[src/rtl/instr_fetch_if.sv]
// Fetch-stage bundle: PC generator, I-cache request/response and issue handshakes.
// The fetch stage uses the master view; the surrounding environment uses slave.
interface instr_fetch_if #(
  parameter int XLEN   = 32,
  parameter int ILEN   = 32,
  parameter int LINE_W = 128
);
  logic              flush_i;
  logic [XLEN-1:0]   pc_i;
  logic              fetch_ready_o;
  logic [XLEN-1:0]   addr_o;
  logic              addr_valid_o;
  logic              addr_ready_i;
  logic [LINE_W-1:0] data_i;
  logic              data_valid_i;
  logic              data_ready_o;
  logic              issue_ready_i;
  logic              issue_valid_o;
  logic [ILEN-1:0]   instruction_o;
  logic [XLEN-1:0]   pc_o;

  modport master (
    input  flush_i, pc_i, addr_ready_i, data_i, data_valid_i, issue_ready_i,
    output fetch_ready_o, addr_o, addr_valid_o, data_ready_o,
           issue_valid_o, instruction_o, pc_o
  );

  modport slave (
    output flush_i, pc_i, addr_ready_i, data_i, data_valid_i, issue_ready_i,
    input  fetch_ready_o, addr_o, addr_valid_o, data_ready_o,
           issue_valid_o, instruction_o, pc_o
  );
endinterface

[src/rtl/instr_fetch_stage.sv]
// Instruction fetch stage: one outstanding I-cache request at a time, responses
// buffered with their PCs in an in-order FIFO feeding issue. Requires LINE_W > ILEN.
module instr_fetch_stage #(
  parameter int XLEN   = 32,
  parameter int ILEN   = 32,
  parameter int LINE_W = 128,
  parameter int DEPTH  = 8
) (
  input  logic           clk_i,
  input  logic           rst_i,
  instr_fetch_if.master  bus
);
  localparam int PTR_W = $clog2(DEPTH);
  localparam int CNT_W = PTR_W + 1;
  localparam int OFF_W = $clog2(ILEN / 8);
  localparam int SEL_W = $clog2(LINE_W / ILEN);
  localparam logic [CNT_W-1:0] FULL_CNT = CNT_W'(DEPTH);

  typedef enum logic {S_REQ, S_WAIT} state_e;

  state_e            state_q, state_d;
  logic              discard_q, discard_d;
  logic [XLEN-1:0]   req_pc_q, req_pc_d;
  logic [PTR_W-1:0]  wr_ptr_q, rd_ptr_q;
  logic [CNT_W-1:0]  count_q;
  logic [ILEN-1:0]   instr_mem_q [DEPTH];
  logic [XLEN-1:0]   pc_mem_q    [DEPTH];

  logic              has_entry, addr_valid, data_ready, req_fire, push, pop;
  logic [SEL_W-1:0]  word_sel;
  logic [ILEN-1:0]   resp_word;

  // Everything visible to neighbours is forced low while reset is asserted.
  always_comb begin
    has_entry  = !rst_i && (count_q != '0);
    addr_valid = !rst_i && (state_q == S_REQ) && (count_q < FULL_CNT) && !bus.flush_i;
    data_ready = !rst_i && (state_q == S_WAIT);
    req_fire   = addr_valid && bus.addr_ready_i;
    word_sel   = req_pc_q[OFF_W +: SEL_W];
    resp_word  = bus.data_i[word_sel*ILEN +: ILEN];
    push       = data_ready && bus.data_valid_i && !discard_q && !bus.flush_i;
    pop        = has_entry && bus.issue_ready_i && !bus.flush_i;
  end

  assign bus.addr_valid_o  = addr_valid;
  assign bus.addr_o        = {bus.pc_i[XLEN-1:OFF_W], {OFF_W{1'b0}}};
  assign bus.fetch_ready_o = req_fire;
  assign bus.data_ready_o  = data_ready;
  assign bus.issue_valid_o = has_entry;
  assign bus.instruction_o = has_entry ? instr_mem_q[rd_ptr_q] : '0;
  assign bus.pc_o          = has_entry ? pc_mem_q[rd_ptr_q]    : '0;

  // A flush while waiting leaves the response in flight; discard marks it for dropping.
  always_comb begin
    state_d   = state_q;
    discard_d = discard_q;
    req_pc_d  = req_pc_q;
    case (state_q)
      S_REQ: begin
        if (req_fire) begin
          state_d  = S_WAIT;
          req_pc_d = bus.pc_i;
        end
      end
      S_WAIT: begin
        if (bus.data_valid_i) begin
          state_d   = S_REQ;
          discard_d = 1'b0;
        end else if (bus.flush_i) begin
          discard_d = 1'b1;
        end
      end
      default: state_d = S_REQ;
    endcase
  end

  always_ff @(posedge clk_i) begin
    if (rst_i) begin
      state_q   <= S_REQ;
      discard_q <= 1'b0;
      wr_ptr_q  <= '0;
      rd_ptr_q  <= '0;
      count_q   <= '0;
    end else begin
      state_q   <= state_d;
      discard_q <= discard_d;
      if (bus.flush_i) begin
        wr_ptr_q <= '0;
        rd_ptr_q <= '0;
        count_q  <= '0;
      end else begin
        if (push) wr_ptr_q <= wr_ptr_q + 1'b1;
        if (pop)  rd_ptr_q <= rd_ptr_q + 1'b1;
        case ({push, pop})
          2'b10:   count_q <= count_q + 1'b1;
          2'b01:   count_q <= count_q - 1'b1;
          default: count_q <= count_q;
        endcase
      end
    end
  end

  always_ff @(posedge clk_i) begin
    req_pc_q <= req_pc_d;
    if (push) begin
      instr_mem_q[wr_ptr_q] <= resp_word;
      pc_mem_q[wr_ptr_q]    <= req_pc_q;
    end
  end
endmodule

[src/flat_wrapper.sv]
// flat-port wrapper written by rule: the top's interface ports become plain ports
module instr_fetch_stage_flat 
#(
  parameter int XLEN   = 32,
  parameter int ILEN   = 32,
  parameter int LINE_W = 128,
  parameter int DEPTH  = 8
)
  (clk_i, rst_i, bus_flush_i, bus_pc_i, bus_addr_ready_i, bus_data_i, bus_data_valid_i, bus_issue_ready_i, bus_fetch_ready_o, bus_addr_o, bus_addr_valid_o, bus_data_ready_o, bus_issue_valid_o, bus_instruction_o, bus_pc_o);
  instr_fetch_if #(.XLEN(XLEN), .ILEN(ILEN), .LINE_W(LINE_W)) bus_i ();
  input  logic clk_i;
  input  logic rst_i;
  input wire logic [$bits(bus_i.flush_i)-1:0] bus_flush_i;
  input wire logic [$bits(bus_i.pc_i)-1:0] bus_pc_i;
  input wire logic [$bits(bus_i.addr_ready_i)-1:0] bus_addr_ready_i;
  input wire logic [$bits(bus_i.data_i)-1:0] bus_data_i;
  input wire logic [$bits(bus_i.data_valid_i)-1:0] bus_data_valid_i;
  input wire logic [$bits(bus_i.issue_ready_i)-1:0] bus_issue_ready_i;
  output wire logic [$bits(bus_i.fetch_ready_o)-1:0] bus_fetch_ready_o;
  output wire logic [$bits(bus_i.addr_o)-1:0] bus_addr_o;
  output wire logic [$bits(bus_i.addr_valid_o)-1:0] bus_addr_valid_o;
  output wire logic [$bits(bus_i.data_ready_o)-1:0] bus_data_ready_o;
  output wire logic [$bits(bus_i.issue_valid_o)-1:0] bus_issue_valid_o;
  output wire logic [$bits(bus_i.instruction_o)-1:0] bus_instruction_o;
  output wire logic [$bits(bus_i.pc_o)-1:0] bus_pc_o;
  assign bus_i.flush_i = bus_flush_i;
  assign bus_i.pc_i = bus_pc_i;
  assign bus_i.addr_ready_i = bus_addr_ready_i;
  assign bus_i.data_i = bus_data_i;
  assign bus_i.data_valid_i = bus_data_valid_i;
  assign bus_i.issue_ready_i = bus_issue_ready_i;
  assign bus_fetch_ready_o = bus_i.fetch_ready_o;
  assign bus_addr_o = bus_i.addr_o;
  assign bus_addr_valid_o = bus_i.addr_valid_o;
  assign bus_data_ready_o = bus_i.data_ready_o;
  assign bus_issue_valid_o = bus_i.issue_valid_o;
  assign bus_instruction_o = bus_i.instruction_o;
  assign bus_pc_o = bus_i.pc_o;
  instr_fetch_stage #(.XLEN(XLEN), .ILEN(ILEN), .LINE_W(LINE_W), .DEPTH(DEPTH)) u_core (.clk_i(clk_i), .rst_i(rst_i), .bus(bus_i));
endmodule
[config.mk]
export PLATFORM = sky130hd
export DESIGN_NAME = instr_fetch_stage_flat
export DESIGN_NICKNAME = d
export VERILOG_FILES = /design/src/rtl/instr_fetch_if.sv /design/src/rtl/instr_fetch_stage.sv /design/src/flat_wrapper.sv
export SDC_FILE = /design/constraint.sdc
export NUM_CORES = 1
export LEC_CHECK = 0
export BUFFER_PORTS_ARGS = -buffer_cell sky130_fd_sc_hd__buf_2
export CORE_MARGIN = 2
export CORE_UTILIZATION = 50
export CTS_BUF_LIST = sky130_fd_sc_hd__clkbuf_2 sky130_fd_sc_hd__clkbuf_4 sky130_fd_sc_hd__clkbuf_8
export DETAILED_ROUTE_END_ITERATION = 16
export MAX_ROUTING_LAYER = met4
export PLACE_DENSITY = 0.75
export SETUP_SLACK_MARGIN = 0.15
export SKIP_LAST_GASP = 1
export SLEW_MARGIN = 20
export SYNTH_ARGS = -nofsm -noshare
export SYNTH_HDL_FRONTEND = slang
export SYNTH_SLANG_ARGS = --single-unit
[constraint.sdc]
create_clock -name clk_i -period 13 [get_ports clk_i]
set_input_delay 2.6 -clock clk_i [delete_from_list [all_inputs] [get_ports clk_i]]
set_output_delay 2.6 -clock clk_i [all_outputs]
set_load 0.05 [all_outputs]
==> Word-level counts from Yosys, hierarchy flattened <==
Memory sizes are Yosys's and may differ from the RTL's. A register that Yosys moved wholly into a read port is not among the register bits.
Cells that the tools add are included.
{ "classes": {"n_addsub": 4, "mul": 0, "div": 0, "order_cmp": 1, "n_eq_ne": 2, "n_shift": 1, "n_mux": 14, "n_bitwise": 1, "n_reduce_logical": 20} }
{ "ops": {"columns": ["cell", "count"], "rows": [
  ["128-bit by 8-bit variable part select with 32-bit output", 1],
  ["32-bit 2-to-1 mux", 2],
  ["3-bit 2-to-1 mux", 4],
  ["1-bit logical AND", 11],
  ["4-bit one-hot mux with 2 select lines", 1],
  ["3-bit by 1-bit adder with 3-bit output, second input constant", 2],
  ["1-bit 2-to-1 mux", 6],
  ["4-bit by 1-bit adder with 4-bit output, second input constant", 1],
  ["4-bit < comparator, second input constant", 1],
  ["2-bit AND reduction", 2],
  ["2-bit nonzero test", 2],
  ["4-bit nonzero test", 1],
  ["4-bit by 1-bit subtractor with 4-bit output, second input constant", 1],
  ["1-bit logical NOT", 3],
  ["2-bit by 1-bit == test with 1-bit output, second input constant", 1],
  ["2-bit == test, second input constant", 1],
  ["1-bit one-hot mux with 2 select lines", 1],
  ["2-bit OR reduction", 1],
  ["1-bit inverter", 1]
]} }
{ "word_totals": {"ff_bits": 44, "latchBits": 0, "ram_bits": 512, "mem_bits_ro": 0, "inputBits": 166, "output_inout_bits": 100, "wordCells": 51, "n_memories": 2} }
{ "memory_table": {"columns": ["name", "depth", "width", "rd", "rd_ports_with_merged_regs", "wr", "line", "source"], "rows": [
  ["u_core.instr_mem_q", 8, 32, 1, 1, 1, "instr_fetch_stage.sv:26", "logic [ILEN-1:0] instr_mem_q [DEPTH];"],
  ["u_core.pc_mem_q", 8, 32, 1, 1, 1, "instr_fetch_stage.sv:27", "logic [XLEN-1:0] pc_mem_q [DEPTH];"]
]} }

==> Depth between registers and ports, before layout <==
{ "depth": {"word_depth": 7, "depth_mapped": 11, "mapped_depth_nobuf": 10} }

==> Least setup slack after synthesis <==
No wires, ideal clock.
{ "synth_timing": {"path_type": "in2reg", "start": "input port bus_flush_i", "end": "memory u_core.instr_mem_q[0][0] (enable)", "setup_time_ps": 644, "t_arrival_ps": 9401, "required_ps": 12356, "path_slack_ps": 2955, "stages": 5, "n_path_buf": 1, "path_cell_list": "or2_1 -> buf_6 -> nor3_2 -> inv_2 -> nor4_1"} }
{ "synth_via": {"elab_chain_len": 4} }
{ "synth_lines": {"columns": ["element", "line", "source"], "rows": [
  ["from (decl)", "flat_wrapper.sv:13", "input wire logic [$bits(bus_i.flush_i)-1:0] bus_flush_i;"],
  ["1-bit logical NOT", "instr_fetch_stage.sv:41", "push = data_ready && bus.data_valid_i && !discard_q && !bus.flush_i;"],
  ["1-bit logical AND", "instr_fetch_stage.sv:41", null],
  ["1-bit 2-to-1 mux", "instr_fetch_stage.sv:105", "if (push) begin"],
  ["1-bit 2-to-1 mux (implied by the code)", "instr_fetch_stage.sv:106", "instr_mem_q[wr_ptr_q] <= resp_word;"],
  ["to (decl)", "instr_fetch_stage.sv:26", null]
]} }
Every way passes these cells.

==> Worst setup path after layout <==
{ "layout_timing": {"start": "input port bus_flush_i", "end": "output port bus_fetch_ready_o"} }
{ "layout_via": {"elab_chain_len": 3} }
{ "layout_lines": {"columns": ["element", "line", "source"], "rows": [
  ["1-bit logical NOT", "instr_fetch_stage.sv:36", "addr_valid = !rst_i && (state_q == S_REQ) && (count_q < FULL_CNT) && !bus.flush_i;"],
  ["1-bit logical AND", "instr_fetch_stage.sv:36", null],
  ["1-bit logical AND", "instr_fetch_stage.sv:38", "req_fire = addr_valid && bus.addr_ready_i;"],
  ["to (decl)", "flat_wrapper.sv:19", "output wire logic [$bits(bus_i.fetch_ready_o)-1:0] bus_fetch_ready_o;"]
]} }
Every way passes these cells.

==> results_tabular.tex <==
\begin{tabular}{lr}
\hline
Metric & Value \\
\hline
\multicolumn{2}{l}{\textbf{Final layout}} \\
\quad Final Net Count & 1472 \\
\quad Final std cell area, no fill & 25600 µm² \\
\quad Count of placed standard cells in the final layout, fillers left out & 1962 \\
\quad Share of final-layout standard cells stronger than drive strength 1 & 43.0\% \\
\quad Finished Core Util & 58.2\% \\
\quad Area growth from synthesis to final layout & 15.7\% \\
\quad Number of fill cells in the layout & 3209 \\
\multicolumn{2}{l}{\textbf{Pwr}} \\
\quad Clock network power share & 39.8\% \\
\quad Share of total power in sequential cells & 57.4\% \\
\quad Pleak & 8.40 nW \\
\quad Combinational cell fraction of total power & 2.8\% \\
\quad Switching part of the total power & 20.6\% \\
\quad Power density cells & 135 nW/µm² \\
\quad Internal power & 2.75 mW \\
\quad Switching power total & 713 µW \\
\quad Maximum ir drop on the vdd rail & 0.0837 mV \\
\multicolumn{2}{l}{\textbf{Logic synthesis}} \\
\quad Share of the synthesized netlist area taken by xor and xnor gates & 0.277\% \\
\quad Dominant cell type by area after synthesis & sky130\_fd\_sc\_hd\_\_edfxtp\_1 \\
\quad Number of different library cells in the post-synthesis netlist & 37 \\
\quad Synth top area cells & sky130\_fd\_sc\_hd\_\_edfxtp\_1 74\%, sky130\_fd\_sc\_hd\_\_mux4\_2 16\%, sky130\_fd\_sc\_hd\_\_mux2i\_1 3.0\% \\
\quad Area share of the leading cell type in the synthesized netlist & 73.9\% \\
\quad Number of flops mapped to enable cells by yosys & 544 \\
\quad Post-synthesis simple-gate area fraction & 2.10\% \\
\quad Post-Syn Instances & 1008 \\
\quad Synth top cells by count & 544 x sky130\_fd\_sc\_hd\_\_edfxtp\_1, 160 x sky130\_fd\_sc\_hd\_\_mux4\_2, 80 x sky130\_fd\_sc\_hd\_\_nor2\_1 \\
\quad Largest family of logic cells by synthesized area & multiplexers \\
\quad Mean instance size in the synthesized netlist & 21.9 µm² \\
\quad Synthesized-area fraction occupied by ao, oa, aoi and oai cells & 0.402\% \\
\quad Most used flip-flop cell after synthesis & sky130\_fd\_sc\_hd\_\_edfxtp\_1 \\
\quad Share of synthesized area occupied by flip-flops and latches & 75.2\% \\
\quad Count of warnings emitted by yosys & 0 \\
\quad Fraction of registers with async set/reset & 0\% \\
\quad Count of state elements after synthesis & 559 \\
\quad Portion of netlist area occupied by mux cells & 19.3\% \\
\quad Adder and majority cell fraction of the synthesized area & 0.283\% \\
\quad Leading cell type by number of instances after synthesis & sky130\_fd\_sc\_hd\_\_edfxtp\_1 \\
\quad Summed instance area of the synthesized netlist & 22100 µm² \\
\multicolumn{2}{l}{\textbf{Place}} \\
\quad PortBufs & 263 \\
\quad Instance area after placement & 23900 µm² \\
\quad Detailed-placement wirelength estimate & 24200 µm \\
\quad RD Place Congestion & 0.769 \\
\quad Post-Place Cells & 1801 \\
\multicolumn{2}{l}{\textbf{Setup path}} \\
\quad CP max-delay cell & sky130\_fd\_sc\_hd\_\_or2\_1 \\
\quad RR Startpoint & u\_core.state\_q \\
\quad Critical path endpoint category & primary output \\
\quad Maximum fanout along the worst path & 15 \\
\quad RR Endpoint & u\_core.pc\_mem\_q[6][19] \\
\quad Kind of cell adding the most delay to the critical path & simple AND/OR/NAND/NOR gates \\
\quad Data arrival at the endpoint of the critical path & 3.87 ns \\
\quad Total number of cells along the worst setup path & 5 \\
\quad Type of the setup path with the least slack & input pin to primary output \\
\quad Minimum setup slack among reg-to-reg paths & 9.98 ns \\
\quad Launching instance or port of the critical path & bus\_flush\_i \\
\quad Most Frequent Cell on Critical Path & sky130\_fd\_sc\_hd\_\_buf\_2 \\
\quad CP startpoint kind & input pin \\
\quad Worst reg-to-reg path cell count & 5 \\
\quad Series of cell instances along the critical path & buf\_2 -> or2\_1 -> nor3\_1 -> and2\_1 -> buf\_2 \\
\quad Data required, critical path & 10.40 ns \\
\quad Slowest stage delay, CP & 0.42 ns \\
\quad Capturing element of the worst setup path & bus\_fetch\_ready\_o \\
\quad Worst Path Buf+Inv & 2 \\
\multicolumn{2}{l}{\textbf{Min path}} \\
\quad Path category of the worst min-delay check & flop to flop \\
\multicolumn{2}{l}{\textbf{Detailed routing}} \\
\quad Final wirelength & 44100 µm \\
\quad Wirelength per Cell & 22.5 µm \\
\quad Detail Route Antenna Nets & 0 \\
\quad DR vias/cell & 5.50 \\
\quad Met2 wirelength from detailed routing & 22400 µm \\
\quad Length of routed wiring on met1 & 18000 µm \\
\quad Top routing layer in use & met4 \\
\quad Met3 layer wire length in the routed design & 2900 µm \\
\quad 1st-iter DRT viols & 843 \\
\quad DRC & 0 \\
\quad Vias after detailed routing & 10799 \\
\quad Number of detailed-route iterations in the first pass & 5 \\
\multicolumn{2}{l}{\textbf{Timing}} \\
\quad Minimum period implied by the final worst setup slack & 6.47 ns \\
\quad Hold Vio Cnt, Final & 0 \\
\quad Worst-margin pin slew & 1.03 ns \\
\quad Final count of pins violating max slew & 0 \\
\quad Max Clock Freq & 0.155 GHz \\
\quad Final setup TNS & 0 ns \\
\quad Clock skew after layout & 0.0353 ns \\
\quad Unrepaired setup endpoints after global routing & false \\
\quad Fin crit share & 49.8\% \\
\quad Finish-stage setup viols & 0 \\
\quad Max-slew headroom & 31.5\% \\
\multicolumn{2}{l}{\textbf{Floorplan}} \\
\quad Core Rows & 77 \\
\quad Vertical die dimension & 214 µm \\
\quad Initial core utilization & 50.3\% \\
\quad Core Area & 43900 µm² \\
\quad Horizontal die dimension & 214 µm \\
\quad Total Die Area & 45900 µm² \\
\quad Top-level I/O count & 266 \\
\multicolumn{2}{l}{\textbf{Flow run}} \\
\quad Max cap viols & 0 \\
\multicolumn{2}{l}{\textbf{Clocking}} \\
\quad Cell chosen for the clock root & sky130\_fd\_sc\_hd\_\_clkbuf\_8 \\
\quad Skew-Pair Late Insertion Delay & 0.65 ns \\
\quad H-tree depth reported by CTS & 3 \\
\quad \# hold bufs at CTS & 0 \\
\quad Count of buffers added by post-CTS timing repair for setup & 0 \\
\quad TritonCTS clock tree & yes \\
\quad Bufs on Longest Clock Path & 3 \\
\quad CTS Sinks & 559 \\
\quad Number of gates resized after cts & 0 \\
\quad CTS clock-pin slew for the worst setup and hold paths & 0.06 ns \\
\quad Number of buffers added by the clock tree synthesis step & 90 \\
\multicolumn{2}{l}{\textbf{Global routing}} \\
\quad Initial antenna violation count & 1 \\
\quad GRT Resource Usage Total & 20.1\% \\
\quad Wire length of the first global-routing pass & 66900 µm \\
\quad Total gr overflow & 0 \\
\quad Pin count of the biggest net entering global routing & 98 \\
\quad Via count of the first global-routing pass & 11442 \\
\multicolumn{2}{l}{\textbf{Run status}} \\
\quad Run status & completed \\
\hline
\end{tabular}
-- cells by family after synthesis --
kind of cell	count (synthesis)
compound gates	12
xor+xnor	7
fa+ha+maj	5
buf+inv	91
flops	559
mux	226
other cells	1
simple gates	107
-- tightest hold or removal path, cell delays in order, from the launching register on --
cell                      delay (ns)
sky130_fd_sc_hd__dfxtp_1        0.33
sky130_fd_sc_hd__xnor2_1        0.11
sky130_fd_sc_hd__nor2_1         0.04
-- area by class of cell --
type	instances	area [µm²]	share of cell area (%)
clock inverters	44	183	0.714
diodes	1	2.50	0.00978
inverters	6	22.5	0.0880
well taps	592	741	2.90
multi-input cells	359	5010	19.6
clock buffers	116	1460	5.70
repair buffers	285	1510	5.92
flip-flops and latches	559	16600	65.1
-- layout by cell type, fill, tap and decap left out, drive strengths merged, types with 2 or more instances in the layout --
master and instances:
nor2 80, a21oi 5, edfxtp 544, buf 285, nor4b 2, dfxtp 15, xor2 5, inv 7
mux4 160, ha 5, nor3 6, o21ai 3, clkinv 42, xnor2 2, clkbuf 116, o41ai 2
conb 2, nand2b 2, and2 2, mux2i 66, nand2 6
-- routing by layer --
layer | global-route usage, % | vias up
li1 | - | 4746
met1 | 25.8 | 5572
met2 | 32.8 | 413
met3 | 4.07 | 68
met4 | 6.39 | 0
met5 | - | -
-- power by group through the flow --
stage / registers (mW) / logic, mW / clock network [mW]
6_report: 1.99 / 0.0958 / 1.38
5_1_grt: 1.99 / 0.103 / 1.49
4_1_cts: 1.99 / 0.0968 / 1.42
3_5_place_dp: 2.02 / 0.0965 / 0
3_3_place_gp: 2.02 / 0.0934 / 0
2_1_floorplan: 2.02 / 0.0600 / 0
-- metrics by stage --
| stage | hold WS (ns) | power (mW) | worst slack [ns] |
|---|---|---|---|
| after CTS | 0.526 | 3.50 | 6.52 |
| after floorplan | 0.490 | 2.08 | 2.96 |
| after detailed placement | 0.501 | 2.12 | 6.53 |
| after global routing | 0.559 | 3.58 | 6.45 |
| final | 0.525 | 3.46 | 6.53 |
| after global placement | 0.513 | 2.12 | 6.57 |
-- sequential cells by signal, summed over array words and instances (netlist names), named ones only --
register            flops
u_core.count_q          4
u_core.discard_q        1
u_core.instr_mem_q    256
u_core.pc_mem_q       256
u_core.rd_ptr_q         3
u_core.req_pc_q        32
u_core.state_q          1
u_core.wr_ptr_q         3
-- worst min path at each step --
stage / start / end / cells past startpoint
2_1_floorplan: u_core.rd_ptr_q[2] / flop / 2
3_3_place_gp: u_core.rd_ptr_q[2] / flop / 2
3_5_place_dp: u_core.rd_ptr_q[2] / flop / 2
4_1_cts: u_core.rd_ptr_q[2] / flop / 2
5_1_grt: u_core.rd_ptr_q[2] / flop / 2
6_report: u_core.rd_ptr_q[2] / flop / 2
(Power assumes the default switching activity.)
